[src/rtl/sel_serializer.sv]
// sel_serializer: valid/ready word input, one bit per clock on sel with
// sel_valid qualifier and word_done marker on the final serial bit.
// Optional feature macro: SEL_SER_PARITY_EN appends an even-parity bit per word.
module sel_serializer #(
    parameter int unsigned DATA_W    = 8,
    parameter int unsigned MSB_FIRST = 1,
    parameter int unsigned GAP       = 0
) (
    input  logic              clk,
    input  logic              rst,
    input  logic              in_valid,
    output logic              in_ready,
    input  logic [DATA_W-1:0] in_data,
    output logic              sel,
    output logic              sel_valid,
    output logic              word_done,
    output logic              busy
);

    localparam int unsigned CNT_W = $clog2(DATA_W);

    localparam logic [1:0] IDLE     = 2'd0;
    localparam logic [1:0] SHIFT    = 2'd1;
    localparam logic [1:0] GAP_WAIT = 2'd2;
`ifdef SEL_SER_PARITY_EN
    localparam logic [1:0] PARITY   = 2'd3;
`endif

    logic [1:0]        state, state_d;
    logic [DATA_W-1:0] sr, sr_d;
    logic [CNT_W-1:0]  cnt, cnt_d;
    logic [3:0]        gap_cnt, gap_d;
    logic              sel_d, sel_valid_d, word_done_d;
    logic              last_bit, final_cycle, accept, load;
`ifdef SEL_SER_PARITY_EN
    logic              par, par_d;
`endif

    // Bit that goes on the wire next from a (partially shifted) word
    function automatic logic head(input logic [DATA_W-1:0] w);
        return (MSB_FIRST != 0) ? w[DATA_W-1] : w[0];
    endfunction

    // Word with the head bit consumed
    function automatic logic [DATA_W-1:0] advance(input logic [DATA_W-1:0] w);
        return (MSB_FIRST != 0) ? (w << 1) : (w >> 1);
    endfunction

    assign last_bit = (state == SHIFT) && (cnt == CNT_W'(DATA_W - 1));
`ifdef SEL_SER_PARITY_EN
    assign final_cycle = (state == PARITY);
`else
    assign final_cycle = last_bit;
`endif

    // Ready in idle, or on the final serial bit when no gap follows
    assign in_ready = !rst && ((state == IDLE) || ((GAP == 0) && final_cycle));
    assign accept   = in_valid && in_ready;
    assign busy     = (state != IDLE);

    // Next-state and next-output logic
    always_comb begin
        state_d     = state;
        sr_d        = sr;
        cnt_d       = cnt;
        gap_d       = gap_cnt;
        sel_d       = 1'b0;
        sel_valid_d = 1'b0;
        word_done_d = 1'b0;
        load        = 1'b0;
`ifdef SEL_SER_PARITY_EN
        par_d       = par;
`endif
        case (state)
            IDLE: load = accept;
            SHIFT: begin
                if (!last_bit) begin
                    sel_d       = head(sr);
                    sel_valid_d = 1'b1;
                    sr_d        = advance(sr);
                    cnt_d       = CNT_W'(cnt + 1'b1);
`ifndef SEL_SER_PARITY_EN
                    word_done_d = (cnt == CNT_W'(DATA_W - 2));
`endif
                end else begin
`ifdef SEL_SER_PARITY_EN
                    state_d     = PARITY;
                    sel_d       = par;
                    sel_valid_d = 1'b1;
                    word_done_d = 1'b1;
`else
                    if (GAP != 0) begin
                        state_d = GAP_WAIT;
                        gap_d   = 4'd0;
                    end else if (accept) begin
                        load = 1'b1;
                    end else begin
                        state_d = IDLE;
                    end
`endif
                end
            end
`ifdef SEL_SER_PARITY_EN
            PARITY: begin
                if (GAP != 0) begin
                    state_d = GAP_WAIT;
                    gap_d   = 4'd0;
                end else if (accept) begin
                    load = 1'b1;
                end else begin
                    state_d = IDLE;
                end
            end
`endif
            GAP_WAIT: begin
                if (gap_cnt == 4'(GAP - 1)) begin
                    state_d = IDLE;
                end else begin
                    gap_d = 4'(gap_cnt + 1'b1);
                end
            end
            default: state_d = IDLE;
        endcase

        if (load) begin
            state_d     = SHIFT;
            cnt_d       = '0;
            sel_d       = head(in_data);
            sel_valid_d = 1'b1;
            sr_d        = advance(in_data);
`ifdef SEL_SER_PARITY_EN
            par_d       = ^in_data;
`endif
        end
    end

    // State, datapath and registered outputs
    always_ff @(posedge clk or posedge rst) begin
        if (rst) begin
            state     <= IDLE;
            sr        <= '0;
            cnt       <= '0;
            gap_cnt   <= '0;
            sel       <= 1'b0;
            sel_valid <= 1'b0;
            word_done <= 1'b0;
`ifdef SEL_SER_PARITY_EN
            par       <= 1'b0;
`endif
        end else begin
            state     <= state_d;
            sr        <= sr_d;
            cnt       <= cnt_d;
            gap_cnt   <= gap_d;
            sel       <= sel_d;
            sel_valid <= sel_valid_d;
            word_done <= word_done_d;
`ifdef SEL_SER_PARITY_EN
            par       <= par_d;
`endif
        end
    end

endmodule

[config.mk]
export PLATFORM = sky130hd
export DESIGN_NAME = sel_serializer
export DESIGN_NICKNAME = d
export VERILOG_FILES = /design/src/rtl/sel_serializer.sv
export SDC_FILE = /design/constraint.sdc
export NUM_CORES = 1
export LEC_CHECK = 0
export BUFFER_PORTS_ARGS = -buffer_cell sky130_fd_sc_hd__buf_4
export CAP_MARGIN = 15
export CORE_MARGIN = 2
export CORE_UTILIZATION = 25
export CTS_BUF_LIST = sky130_fd_sc_hd__clkbuf_2
export CTS_CLUSTER_SIZE = 16
export DETAILED_ROUTE_END_ITERATION = 6
export HOLD_SLACK_MARGIN = 0.08
export MAX_ROUTING_LAYER = met4
export PLACE_DENSITY = 0.43
export SYNTH_ARGS = -nofsm -noshare
export SYNTH_HDL_FRONTEND = slang
export SYNTH_SLANG_ARGS = --single-unit
[constraint.sdc]
create_clock -name clk -period 2.7 [get_ports clk]
set_input_delay 0.405 -clock clk [delete_from_list [all_inputs] [get_ports clk]]
set_output_delay 0.405 -clock clk [all_outputs]
set_load 0.01 [all_outputs]
Yosys cells after proc, flatten, opt, wreduce, memory -nomap -nowiden
Index checks and enable logic that the tools add are counted.
{ "classes": {"addsub": 2, "mul": 0, "n_div": 0, "n_lt_le_gt_ge": 0, "eq_ne": 10, "shift": 0, "mux": 22, "bitwise": 1, "n_reduce_logical": 11} }
{ "ops": {"columns": ["operator", "n"], "rows": [
  ["$mux 8", 3],
  ["$mux 1", 10],
  ["$mux 3", 3],
  ["$ne 3x3->1 const B", 3],
  ["$mux 2", 4],
  ["$eq 3x3->1 const B", 2],
  ["$pmux 2 s3", 1],
  ["$add 4x1->4 const B", 1],
  ["$eq 4x4->1 const B", 1],
  ["$reduce_and 2->1", 2],
  ["$reduce_and 4->1", 1],
  ["$reduce_bool 2->1", 2],
  ["$add 3x1->3 const B", 1],
  ["$logic_and 1x1->1", 3],
  ["$eq 2x1->1 const B", 1],
  ["$eq 2x2->1 const B", 1],
  ["$logic_not 2->1", 1],
  ["$ne 2x1->1 const B", 1],
  ["$ne 2x2->1 const B", 1],
  ["$pmux 1 s2", 1],
  ["$logic_not 1->1", 1],
  ["$logic_or 1x1->1", 1],
  ["$not 1->1", 1]
]} }
{ "word_totals": {"reg_bits": 20, "latch_bits": 0, "ram_bits": 0, "romBits": 0, "in_bits": 11, "output_inout_bits": 5, "elab_cells": 53, "mem_count": 0} }

Depth between registers and ports, before layout
{ "logic_depth": {"ltp_word": 10, "mapped_depth": 7, "ltp_nobuf": 5} }

Worst setup path after synthesis
OpenSTA, ideal clock, no wires.
{ "synth_path": {"path_type": "reg-to-output", "start": "register cnt[0]", "end": "output in_ready", "arrival_ns": 1.098, "required_time_ns": 2.295, "slack_ns": 1.197, "path_stages_with_launch": 5, "path_buffers": 0, "path_cell_list": "dfrtp_1 > ha_1 > ha_1 > and2b_4 > nor2_1"} }
{ "synth_via": {"elab_chain_len": 4} }
{ "synth_lines": {"columns": ["item", "line_no", "source"], "rows": [
  ["from (decl)", "31", "logic [CNT_W-1:0] cnt, cnt_d;"],
  ["from (signal assigned)", "153", "cnt <= cnt_d;"],
  ["$eq 3x3->1", "49", "assign last_bit = (state == SHIFT) && (cnt == CNT_W'(DATA_W - 1));"],
  ["$logic_and 1x1->1", "49", null],
  ["$logic_or 1x1->1", "57", "assign in_ready = !rst && ((state == IDLE) || ((GAP == 0) && final_cycle));"],
  ["$logic_and 1x1->1", "57", null],
  ["to (decl)", "12", "output logic in_ready,"]
]} }
No other way between the ends.

Worst setup path in the final report
Ends and elaborated chain as after synthesis.

==> run_results.csv <==
group,metric,value,unit
timing,finalSetupTns,0,ns
timing,max_slew_margin,0.505,
hold_path,hold_class,"in -> async",
global_routing,grt_max_degree,17,
worst_setup_path,required,2.30,ns
pwr,intPower,478,uW
worst_setup_path,reg2reg_depth,5,
pwr,p_switching,276,uW
clocking,holdBufCountCts,0,
detailed_routing,via_per_inst,4.39,
die,die_area,3040,sq um
yosys,synth_top_cell_area_share,0.535,
placed_design,pre_cts_ws,1.04,ns
yosys,synth_area,654,sq um
yosys,ys_top_cells_by_area,"dfrtp_1, nand2_1, a31oi_1",
die,boundaryPins,16,
worst_setup_path,slowest_delay,0.44,ns
timing,worst_slew_pin_slew,0.740,ns
final_layout,syn2layout_area_growth,19.5,%
yosys,ys_types,19,
detailed_routing,vias,483,
yosys,seq_area_frac_synth,0.535,
worst_setup_path,cp_num_buf_inv,1,
yosys,yosysTopAreaCell,"dfrtp_1",
worst_setup_path,cp-startpoint,"cnt[0]",
timing,worst_slack,0.714,ns
clocking,cts_root_buf,"clkbuf_2",
die,initial_core_util,0.264,
global_routing,grt_overflow_total,0,
worst_setup_path,timing.rr.end,"sr[7]",
die,coreArea,2480,sq um
timing,setup_viol,0,
clocking,tritoncts,"done",
pwr,pwr-share-comb,0.410,
clocking,h-tree-depth,1,
timing,min_period,1.99,ns
run_status,outcome,"finished, final reports clean",
clocking,numCtsBuffers,3,
detailed_routing,wl,1210,um
pwr,p_seq_frac,0.465,
clocking,clk_pin_slew,0.13,ns
pwr,p_per_area,963,nW/um^2
worst_setup_path,criticalPathCategory,"reg -> out",
yosys,yosysWarnings,0,
yosys,synth_cells,66,
pwr,p_leak,0.000379,uW
timing,post-route-period-util,0.736,
detailed_routing,wire_per_inst,11.0,um
clocking,clock-sinks,14,
worst_setup_path,cp-start-kind,"flip-flop",
final_layout,fin_cells,110,
worst_setup_path,arrival,1.58,ns
die,dieHeight,55.2,um
placed_design,hpwl,838,um
worst_setup_path,cp_top_family,"flip-flops",
placed_design,port_buffers,15,
clocking,clock_latency,0.27,ns
timing,drv_slew,0,
yosys,synth_nets,80,
yosys,synth-seq-cells,14,
timing,max_freq,0.504,GHz
global_routing,grt_pass1_vias,457,
global_routing,grt_pass1_wl,1950,um
global_routing,antenna_found_initial,0,
final_layout,final_cell_mix,"nand2_1, buf_4, dfrtp_1, nor2_1, a31oi_1",
yosys,syn_area_per_cell,9.91,sq um
worst_setup_path,critPathSlowestCell,"dfrtp_1",
placed_design,place.gp.congestion,0.723,
final_layout,nets,96,
final_layout,layout-drive-gt1-share,0.288,
worst_setup_path,worstPathMaxFanout,6,
die,placementRows,18,
clocking,cts_setup_buffers,0,
worst_setup_path,worstPathCellList,"ha_1 > ha_1 > and2b_4 > nor2_1 > buf_4",
die,dieWidth,55.2,um
timing,skew,0.00170,ns
timing,finalHoldViolations,0,
worst_setup_path,critPathMostFrequentCell,"ha_1",
pwr,ir_drop,413,uV
detailed_routing,drc,0,
final_layout,final_common_cell,"nand2_1",
worst_setup_path,end_kind,"output pin",
detailed_routing,ant_nets,0,
timing,rsz0062_at_grt,"no",
flow_run,drv_cap,0,
pwr,swShare,0.366,
detailed_routing,drt_first_pass_iters,4,
worst_setup_path,rr_startpoint,"cnt[0]",
final_layout,diodes,0,
detailed_routing,drt_iter0_drc,10,
pwr,power.share.clock,0.124,
placed_design,place_inst,107,
global_routing,grt_use_total,0.0978,
clocking,clk_path_buf_depth,2,
clocking,cts.repair.resized,0,
worst_setup_path,reg2reg_setup_slack,1.06,ns
## cells in the mapped netlist
| master | number |
|---|---|
| a31oi_1 | 6 |
| inv_1 | 2 |
| o21ai_1 | 1 |
| nor2_4 | 1 |
| nand2_1 | 16 |
| buf_6 | 2 |
| and2b_4 | 1 |
| nor2b_1 | 1 |
| nand2b_1 | 2 |
| and3_1 | 1 |
| o2bb2ai_2 | 1 |
| nor2_1 | 7 |
| ha_1 | 3 |
| buf_4 | 2 |
| a22o_1 | 1 |
| inv_2 | 2 |
| a21oi_1 | 1 |
| nand3_1 | 2 |
| dfrtp_1 | 14 |
## power groups by stage
stage / clock, uW / combinational, uW / sequential (uW)
floorplan: 0 / 242 / 357
global placement: 0 / 315 / 355
detailed placement: 0 / 311 / 357
CTS: 99.4 / 314 / 351
global route: 106 / 348 / 364
finish: 93.8 / 309 / 350
## flip-flops by register name, indices dropped and copies added, names as in the netlist
register and count:
sr 7, cnt 3, state 1, sel_valid 1, word_done 1, sel 1
## area by class of cell
cell class | count | area (sq um)
fill | 279 | 1700
sequential | 14 | 350
multi-input combinational | 44 | 251
timing repair buffer | 15 | 113
tap | 30 | 37.5
clock buffer | 3 | 15.0
inverter | 4 | 15.0
## metrics by stage
step	utilization	area, sq um	hold slack (ns)	total power [uW]
2_1_floorplan	-	654	0.294	599
3_3_place_gp	0.310	767	0.481	670
3_5_place_dp	0.310	767	0.470	668
4_1_cts	0.316	782	0.193	764
5_1_grt	0.316	782	0.217	818
6_report	0.316	782	0.181	753
## worst max-delay path by stage
stage               endpoint  slack [ns]  cells after the start
finish              in_ready        0.71                      5
global route        in_ready        0.62                      5
CTS                 in_ready        0.70                      5
detailed placement  in_ready        1.04                      5
global placement    in_ready        1.05                      5
floorplan           in_ready        1.20                      4
## layer usage
layer	vias up	part of all wire	GRT usage
li1	244	-	-
met5	-	0	-
met2	13	0.41	0.135
met1	222	0.48	0.117
met3	4	0.074	0.0242
met4	0	0.035	0.0854
## logic make-up (layout without fill, tap and decap cells)
group	count (synthesis)	count (layout)	synth area share
and+or+nand+nor	31	31	0.218
adders and majority gates	3	3	0.0574
buffers and inverters	8	22	0.0803
AOI/OAI and AO/OA	10	10	0.109
DFF	14	14	0.535
Power figures use the tool's default switching activity.
